`config.mk`:
```
export PLATFORM = sky130hd
export DESIGN_NAME = shift_counter_gen
export DESIGN_NICKNAME = d
export VERILOG_FILES = /design/src/rtl/shift_counter_pkg.sv /design/src/rtl/shift_counter_phase_dec.sv /design/src/rtl/shift_counter_gen.sv
export SDC_FILE = /design/constraint.sdc
export NUM_CORES = 1
export LEC_CHECK = 0
export CAP_MARGIN = 30
export CELL_PAD_IN_SITES_DETAIL_PLACEMENT = 0
export CELL_PAD_IN_SITES_GLOBAL_PLACEMENT = 1
export CORE_MARGIN = 5
export CORE_UTILIZATION = 31
export DETAILED_ROUTE_END_ITERATION = 12
export GPL_TIMING_DRIVEN = 1
export HOLD_SLACK_MARGIN = 0.05
export PLACE_DENSITY_LB_ADDON = 0.2
export SETUP_SLACK_MARGIN = 0.3
export SLEW_MARGIN = 40
export SYNTH_ARGS = -nofsm -noshare
export SYNTH_HDL_FRONTEND = slang
export SYNTH_HIERARCHICAL = 1
export SYNTH_SLANG_ARGS = --single-unit
```
`constraint.sdc`:
```
create_clock -name clk -period 1.95 [get_ports clk]
set_input_delay 0.195 -clock clk [delete_from_list [all_inputs] [get_ports clk]]
set_output_delay 0.195 -clock clk [all_outputs]
set_load 0.01 [all_outputs]
```
`src/rtl/shift_counter_pkg.sv`:
```
`default_nettype none
// ============================================================================
// Module      : shift_counter_pkg
// Description : Shared constants and helpers for the shift-register counter
//               family (Johnson / ring sequence generators).
// Revision    : 1.0 - initial parametrised release
// ============================================================================
package shift_counter_pkg;

  // Run-time mode select encoding.
  localparam logic MODE_JOHNSON = 1'b0;
  localparam logic MODE_RING    = 1'b1;

  // Widest register the start-state helper can describe. Callers truncate the
  // result to their own WIDTH.
  localparam int MAX_WIDTH = 64;

  // First state of the sequence for a given mode: all zeros for Johnson,
  // 0...01 for ring. Bits at or above 'width' are always zero.
  function automatic logic [MAX_WIDTH-1:0] start_state(input logic mode,
                                                        input int   width);
    logic [MAX_WIDTH-1:0] s;
    s = '0;
    if ((mode == MODE_RING) && (width > 0)) begin
      s[0] = 1'b1;
    end
    return s;
  endfunction

endpackage : shift_counter_pkg
`default_nettype wire

```
`src/rtl/shift_counter_phase_dec.sv`:
```
`default_nettype none
// ============================================================================
// Module      : shift_counter_phase_dec
// Description : Combinational legality check and binary phase decode for a
//               Johnson or ring shift-register counter value.
// Revision    : 1.0 - initial parametrised release
// ============================================================================
module shift_counter_phase_dec
  import shift_counter_pkg::*;
#(
  parameter  int WIDTH = 4,
  localparam int PW    = $clog2(2*WIDTH)
) (
  input  logic [WIDTH-1:0] count,
  input  logic             mode_q,
  output logic             legal,
  output logic [PW-1:0]    phase
);

  logic [WIDTH-1:0] w_inv;
  logic             w_lo_run_legal;   // ones run anchored at LSB
  logic             w_hi_run_legal;   // zeros run anchored at LSB
  logic             w_ring_legal;     // exactly one bit set
  logic [PW-1:0]    w_ones;
  logic [PW-1:0]    w_zeros;
  logic [PW-1:0]    w_ring_idx;

  // Shape tests: a value is a run of ones from the LSB exactly when adding one
  // carries all the way through it, leaving no overlap with the original bits.
  always_comb begin
    w_inv          = ~count;
    w_lo_run_legal = ((count & (count + WIDTH'(1))) == '0);
    w_hi_run_legal = ((w_inv & (w_inv + WIDTH'(1))) == '0);
    w_ring_legal   = (count != '0) && ((count & (count - WIDTH'(1))) == '0);
  end

  // Population counts of ones and zeros, plus the position of the highest set
  // bit (the only set bit when the value is one-hot).
  always_comb begin
    w_ones     = '0;
    w_zeros    = '0;
    w_ring_idx = '0;
    for (int i = 0; i < WIDTH; i++) begin
      if (count[i]) begin
        w_ones     = w_ones + PW'(1);
        w_ring_idx = PW'(i);
      end else begin
        w_zeros    = w_zeros + PW'(1);
      end
    end
  end

  // Select the legality rule and phase formula for the active mode; illegal
  // values always report phase 0.
  always_comb begin
    legal = 1'b0;
    phase = '0;
    if (mode_q == MODE_RING) begin
      legal = w_ring_legal;
      if (w_ring_legal) begin
        phase = w_ring_idx;
      end
    end else if (count[WIDTH-1] == 1'b0) begin
      // First half of the Johnson sequence: ones filling in from the LSB.
      legal = w_lo_run_legal;
      if (w_lo_run_legal) begin
        phase = w_ones;
      end
    end else begin
      // Second half: zeros filling in from the LSB.
      legal = w_hi_run_legal;
      if (w_hi_run_legal) begin
        phase = PW'(WIDTH) + w_zeros;
      end
    end
  end

endmodule : shift_counter_phase_dec
`default_nettype wire

```
`src/rtl/shift_counter_gen.sv`:
```
`default_nettype none
// ============================================================================
// Module      : shift_counter_gen
// Description : Run-time selectable Johnson / ring shift counter with up/down
//               stepping, clear, parallel load, terminal count, phase index
//               and self-correction of illegal states.
// Revision    : 1.0 - initial parametrised release
// ============================================================================
module shift_counter_gen
  import shift_counter_pkg::*;
#(
  parameter  int WIDTH = 4,
  localparam int PW    = $clog2(2*WIDTH)
) (
  input  logic             clk,
  input  logic             reset,
  input  logic             mode,
  input  logic             en,
  input  logic             dir,
  input  logic             clear,
  input  logic             load,
  input  logic [WIDTH-1:0] load_val,
  output logic [WIDTH-1:0] count,
  output logic [PW-1:0]    phase,
  output logic             tc,
  output logic             err
);

  // The shift expressions below need at least two bits.
  if ((WIDTH < 2) || (WIDTH > MAX_WIDTH)) begin : g_width_check
    $error("shift_counter_gen: WIDTH must be in 2..%0d", MAX_WIDTH);
  end

  logic             r_mode_q;
  logic [WIDTH-1:0] r_count;
  logic             r_err;

  logic [WIDTH-1:0] w_count_nxt;
  logic             w_err_nxt;
  logic [WIDTH-1:0] w_step_up;
  logic [WIDTH-1:0] w_step_dn;
  logic [WIDTH-1:0] w_start_new;
  logic [WIDTH-1:0] w_start_cur;
  logic             w_legal;
  logic [PW-1:0]    w_phase;
  logic [PW-1:0]    w_last_phase;
  logic             w_at_term;

  shift_counter_phase_dec #(
    .WIDTH (WIDTH)
  ) u_phase_dec (
    .count  (r_count),
    .mode_q (r_mode_q),
    .legal  (w_legal),
    .phase  (w_phase)
  );

  assign w_start_new = WIDTH'(start_state(mode, WIDTH));
  assign w_start_cur = WIDTH'(start_state(r_mode_q, WIDTH));

  // One-position moves: ring rotates, Johnson inverts the bit that wraps.
  always_comb begin
    if (r_mode_q == MODE_RING) begin
      w_step_up = {r_count[WIDTH-2:0], r_count[WIDTH-1]};
      w_step_dn = {r_count[0], r_count[WIDTH-1:1]};
    end else begin
      w_step_up = {r_count[WIDTH-2:0], ~r_count[WIDTH-1]};
      w_step_dn = {~r_count[0], r_count[WIDTH-1:1]};
    end
  end

  // Next-state priority: mode change, clear, load, recovery, step, hold.
  // Recovery pre-empts stepping so a bad value never propagates further.
  always_comb begin
    w_count_nxt = r_count;
    w_err_nxt   = 1'b0;
    if (mode != r_mode_q) begin
      w_count_nxt = w_start_new;
    end else if (clear) begin
      w_count_nxt = w_start_cur;
    end else if (load) begin
      w_count_nxt = load_val;
    end else if (!w_legal) begin
      w_count_nxt = w_start_cur;
      w_err_nxt   = 1'b1;
    end else if (en) begin
      w_count_nxt = dir ? w_step_up : w_step_dn;
    end
  end

  // Terminal count flags the cycle whose edge will wrap the sequence; any
  // higher-priority action on that edge suppresses it.
  always_comb begin
    w_last_phase = (r_mode_q == MODE_RING) ? PW'(WIDTH - 1) : PW'(2*WIDTH - 1);
    w_at_term    = dir ? (w_phase == w_last_phase) : (w_phase == '0);
    tc           = en & w_legal & ~clear & ~load & (mode == r_mode_q) & w_at_term;
  end

  // State registers; reset leaves the counter in the Johnson start state.
  always_ff @(posedge clk or negedge reset) begin
    if (!reset) begin
      r_mode_q <= MODE_JOHNSON;
      r_count  <= '0;
      r_err    <= 1'b0;
    end else begin
      r_mode_q <= mode;
      r_count  <= w_count_nxt;
      r_err    <= w_err_nxt;
    end
  end

  assign count = r_count;
  assign phase = w_phase;
  assign err   = r_err;

endmodule : shift_counter_gen
`default_nettype wire

```
==> results of run 1 <==
-- area by class of cell --
class	count	area share, %
clock buffers	3	1.604
inverters	5	1.693
multi-input cells	71	51.07
flip-flops and latches	6	11.05
well taps	28	2.496
repair buffers	52	32.09
-- placed cells by master, fill, tap and decap left out, types with 2 or more instances in the layout --
cell type | Yosys | layout
o21ai_2 | 1 | 2
ha_4 | 0 | 3
nand2b_1 | 2 | 2
inv_2 | 3 | 3
dfrtp_1 | 6 | 2
nor2_1 | 6 | 5
nand2_1 | 2 | 2
dfrtp_2 | 0 | 4
buf_6 | 2 | 7
ha_1 | 6 | 2
a21oi_1 | 6 | 4
a221oi_2 | 0 | 2
a21oi_2 | 0 | 2
xor2_1 | 2 | 2
o211ai_1 | 2 | 2
inv_4 | 0 | 2
clkdlybuf4s50_1 | 0 | 14
mux2_1 | 2 | 2
clkbuf_4 | 0 | 3
nor3_2 | 0 | 4
nand3_1 | 2 | 2
buf_4 | 0 | 29
nor3_1 | 8 | 4
a22oi_2 | 0 | 2
-- sequential cells by signal, summed over array words and instances, names as in the netlist --
name and cells:
count 4, err 1, r_mode_q 1
-- per-layer routing --
| metal | routed length, um | track usage (%) |
|---|---|---|
| met1 | 1075 | 17.56 |
| met4 | 0 | 2.913 |
| met3 | 57 | 2.632 |
| met2 | 1290 | 24.92 |
| met5 | 0 | 0 |
-- repair_timing --
item / CTS / global route
setup buffers: 4 / 2
hold buffers: 0 / 0
endpoints found under the setup margin: 10 / 9
resized for setup: 29 / 16
pin swaps: 8 / 5
-- metrics by stage --
step / TNS, ns / total power (uW) / instance area [um^2] / worst slack [ns] / cells
floorplan: -0.2118 / 322.8 / 820.8 / -0.1525 / 86
finish: -1.818 / 640.3 / 1404 / -0.4776 / 165
global route: -2.802 / 684.1 / 1404 / -0.6457 / 165
CTS: -1.858 / 604.8 / 1309 / -0.4704 / 163
global placement: -1.661 / 464.0 / 1217 / -0.6199 / 156
detailed placement: -1.807 / 466.4 / 1217 / -0.6127 / 156
-- worst min path at each step --
stage | start | endpoint | slack [ns] | cells after the start
finish | reset | r_mode_q | 0.19 | 1
detailed placement | reset | err | 0.45 | 1
CTS | reset | err | 0.19 | 1
floorplan | reset | count[0] | -0.10 | 0
global route | reset | err | 0.20 | 1
global placement | reset | err | 0.45 | 1
-- kinds of logic after synthesis --
logic type	count (synthesis)	share of synthesized area [%]
XOR/XNOR	4	5.764
AND/OR/NAND/NOR	31	25.43
buffers and inverters	9	6.779
AO/OA/AOI/OAI	28	28.48
adder cells (fa/ha/maj)	6	10.17
multiplexers	2	3.051
flip-flops	6	20.34
-- report_power, final --
| group | switching, uW | internal (uW) |
|---|---|---|
| Combinational | 172 | 208 |
| Sequential | 15.8 | 134 |
| Clock | 41.1 | 69.3 |
-- critical path, stage by stage (launching register included) --
cell      delay, ns
dfrtp_2        0.42
inv_4          0.07
ha_4           0.29
a21boi_1       0.07
o21ai_1        0.16
a21oi_2        0.09
buf_4          0.15
nor4_2         0.26
a41oi_1        0.08
nor4b_2        0.23
buf_2          0.16
==> results.toml, run 1 <==
[finish]
seqCellArea_um2 = 155.1
utilization_pct = 62.86
multi_input_area_um2 = 716.9
fill_cells = 181
insertedDiodeCount = 0
finalNetCount = 156
drive_gt1_share_pct = 59.12
syn2layout_area_growth_pct = 90.17

[setup_path]
crit_arrival_ns = 2.23
crit_path_end_kind = "output pin"
crit_type = "register to output pin"
reg2regPathDepth = 11
r2r_start = "count[1]"
crit_end = "tc"
start_kind = "register"
worst-path-max-fanout = 5
worstSetupStartpoint = "count[0]"
reg2reg_to = "count[0]"
worst_ep_required_time_ns = 1.75
r2r_slack_ns = -0.36

[sta]
drv_slew = 0
max_freq_mhz = 411.9
hold_viol = 0
worstMarginPinSlew_ns = 0.3079
setup_ws_ns = -0.4776
rsz0062_at_grt = "true"
period_share_pct = 124.5
whs_ns = 0.1906
setup_viol = 8
skew_ns = 0.0009605
slew-limit-headroom_pct = 79.47
final.min_clock_period_ns = 2.428

[routing]
ant_nets = 0
drc = 0
drt-wirelength-per-cell_um = 14.68
drtIter0Drc = 21
via_per_inst = 5.327
drt-total-wl_mm = 2.423
drtPass1Iterations = 4
vias = 879

[clock_tree]
cts_buffer_depth = 2
cts.sinks = 6
root_buffer = "clkbuf_4"
numCtsBuffers = 3
htree_num_levels = 1
insertion_delay_ns = 0.24
cts_tree = "done"
clk_pin_slew_ns = 0.04

[floorplanning]
core_area_um2 = 2233
die_width_um = 58.80
row_count = 17
initial_core_util_pct = 33.05
io-pin-count = 20
die_y_um = 58.80
dieArea_um2 = 3457

[job]
cap_violations = 0

[grt]
grt_max_degree = 9
grtUsageTotal_pct = 14.07
overflow = 0
antenna_found_initial = 0
grt_pass1_vias = 861
grt_first_pass_wirelength_mm = 3.815

[yosys]
ys_warn_count = 6
ys_types = 46
yosysTopAreaCell = "dfrtp_1"
synth-edff-count = 0
yosysMostFrequentCell = "nor3_1"
syn_nets = 103
ys_seq_area_share_pct = 20.34
synth.top_cell.area_share_pct = 20.34
synth-seq-cells = 6
synth_ff_type = "dfrtp_1"
synth_commonest_cells = "nor3_1 (8), a21oi_1 (6), dfrtp_1 (6), ha_1 (6), nor2_1 (6)"
syn_area_um2 = 738.2
async_reset_ff_share_pct = 100.0
syn-mean-instance-area_um2 = 8.584
ys_top_cells_by_area = "dfrtp_1 (20%), ha_1 (10%), nor3_1 (5.4%)"
synth_cells = 86

[placed_design]
hpwl_mm = 1.769
io_buffers = 19
gp_congestion = 0.8312

[run_status]
violations = "negative setup slack"
status = "complete, but fails checks"

[pwr]
leakage_uw = 0.0005782
peakVddDrop_v = 0.0004847
p_per_area_nw_per_um2 = 456.1

[min_path]
hold_path.class = "input pin to async pin"
Note: power is estimated with default switching activity, not from simulation.
==> run 2: changes to the inputs <==
--- a/config.mk
+++ b/config.mk
@@ -8,7 +8,8 @@
 export CAP_MARGIN = 30
 export CELL_PAD_IN_SITES_DETAIL_PLACEMENT = 0
 export CELL_PAD_IN_SITES_GLOBAL_PLACEMENT = 1
-export CORE_MARGIN = 5
+export CORE_ASPECT_RATIO = 0.9
+export CORE_MARGIN = 4
 export CORE_UTILIZATION = 31
 export DETAILED_ROUTE_END_ITERATION = 12
 export GPL_TIMING_DRIVEN = 1
==> run 2 against run 1 <==
The flow still finishes with violations (negative setup slack). Setup slack better by 0.043 ns. Power shrank 6.2%. Clock-buffer cell count stayed put.
==> results.toml, run 2 (same netlist as run 1, synthesis figures left out) <==
[run_status]
status = "complete, but fails checks"
violations = "negative setup slack"

[pwr]
power.switching_uw = 216.4
p_int_uw = 384.4
peakVddDrop_v = 0.0004001
p_per_area_nw_per_um2 = 466.1
leakage_uw = 0.0005570
p_comb_share_pct = 56.6
p_seq_share_pct = 24.2
p_clk_share_pct = 19.2
swShare_pct = 36.01

[placed_design]
place_ws_ns = -0.6391
gp_congestion = 0.8576
io_buffers = 19
hpwl_mm = 1.823
place_inst = 151
place_area_um2 = 1186

[floorplanning]
io-pin-count = 20
dieArea_um2 = 3227
die_width_um = 59.44
core_area_um2 = 2222
row_count = 16
die_y_um = 54.30
initial_core_util_pct = 33.22

[routing]
drtIter0Drc = 17
drc = 0
ant_nets = 0
drtPass1Iterations = 4
drt-total-wl_mm = 2.331
drt-wirelength-per-cell_um = 14.66
vias = 848
via_per_inst = 5.333

[finish]
finalNetCount = 151
multi_input_area_um2 = 669.4
fill_cells = 199
largest_reg_flops = 4
syn2layout_area_growth_pct = 74.58
mostFrequentLayoutCell = "buf_4"
drive_gt1_share_pct = 50.00
most-common-layout-cells = "buf_4 (28), clkdlybuf4s50_1 (14), nor3_1 (7)"
post_layout_nonfiller_instances = 159
seqCellArea_um2 = 152.6
fin_area_um2 = 1289
insertedDiodeCount = 0

[setup_path]
start_kind = "register"
crit_arrival_ns = 2.19
crit_chain = "inv_2 > ha_2 > buf_4 > o211a_1 > o311ai_4 > a41oi_1 > nor4b_2 > buf_2"
crit_family = "compound AO/OA/AOI/OAI gates"
cp_slowest_cell = "dfrtp_2"
crit_type = "register to output pin"
r2r_start = "count[1]"
reg2regPathDepth = 10
critPathMaxStageDelay_ns = 0.41
worst_ep_required_time_ns = 1.75
cp_num_cells = 8
path_buf_inv = 3
r2r_slack_ns = -0.30
reg2reg_to = "count[0]"
worst-path-max-fanout = 4
crit_path_end_kind = "output pin"

[grt]
use_met2_pct = 23.09
grt_pass1_vias = 799
grtUsageTotal_pct = 14.86
antenna_found_initial = 0
grt_max_degree = 9
met3_usage_pct = 1.887
grt_first_pass_wirelength_mm = 3.622
grt.busiest_layer = "met2"
overflow = 0
met1_usage_pct = 21.31

[sta]
final.min_clock_period_ns = 2.384
max_freq_mhz = 419.4
skew_ns = 0.006115
setup_ws_ns = -0.4344
hold_viol = 0
rsz0062_at_grt = "true"
worstMarginPinSlew_ns = 0.3660
period_share_pct = 122.3
slew-limit-headroom_pct = 75.44
whs_ns = 0.1883
drv_slew = 0
totalNegativeSetupSlack_ns = -1.032
setup_viol = 7

[min_path]
hold_path.class = "input pin to async pin"

[clock_tree]
root_buffer = "clkbuf_4"
cts_tree = "done"
insertion_delay_ns = 0.24
cts.sinks = 6
clk_pin_slew_ns = 0.05
numCtsBuffers = 3
htree_num_levels = 1
cts_buffer_depth = 2

[job]
cap_violations = 0
-- run 2: changes by cell type in the layout (fill, tap and decap cells not counted), sizes merged --
cell           before  now
buf                37   31
clkdlybuf4s15       0    1
dlygate4sd2         1    0
dlymetal6s2s        0    1
-- run 2: area by class of cell --
class                   count  area share (%)
multi-input cells          71           51.94
repair buffers             47           30.19
clock buffers               3           1.748
inverters                   5           1.650
well taps                  27           2.621
flip-flops and latches      6           11.84
-- run 2: power by group through the flow --
| stage | Sequential [uW] | Clock [uW] | Combinational, uW |
|---|---|---|---|
| 3_5_place_dp | 148 | 0 | 312 |
| 5_1_grt | 147 | 128 | 364 |
| 2_1_floorplan | 155 | 0 | 167 |
| 6_report | 145 | 115 | 340 |
| 3_3_place_gp | 147 | 0 | 309 |
| 4_1_cts | 146 | 123 | 329 |
-- run 2: metal layers --
| layer | routed length (um) | vias up |
|---|---|---|
| met4 | 0 | 0 |
| met2 | 1076 | 21 |
| li1 | - | 424 |
| met5 | 0 | - |
| met1 | 1117 | 403 |
| met3 | 137 | 0 |
-- run 2: repair_timing --
action / 4_1_cts / 5_1_grt
resized for setup: 21 / 5
buffers inserted: 3 / 2
hold buffers: 0 / 0
setup endpoints to repair: 9 / 10
pin swaps: 5 / 1
-- run 2: through the flow --
step	total power (uW)	utilization, %
finish	600.7	58.00
global route	639.6	58.00
global placement	456.7	53.38
detailed placement	460.0	53.38
floorplan	322.8	-
CTS	598.3	56.14
-- run 2: worst max path at each step --
stage             start  to
6_report       count[0]  tc
5_1_grt        count[0]  tc
4_1_cts        count[1]  tc
3_5_place_dp   count[1]  tc
3_3_place_gp   count[1]  tc
2_1_floorplan  count[1]  tc
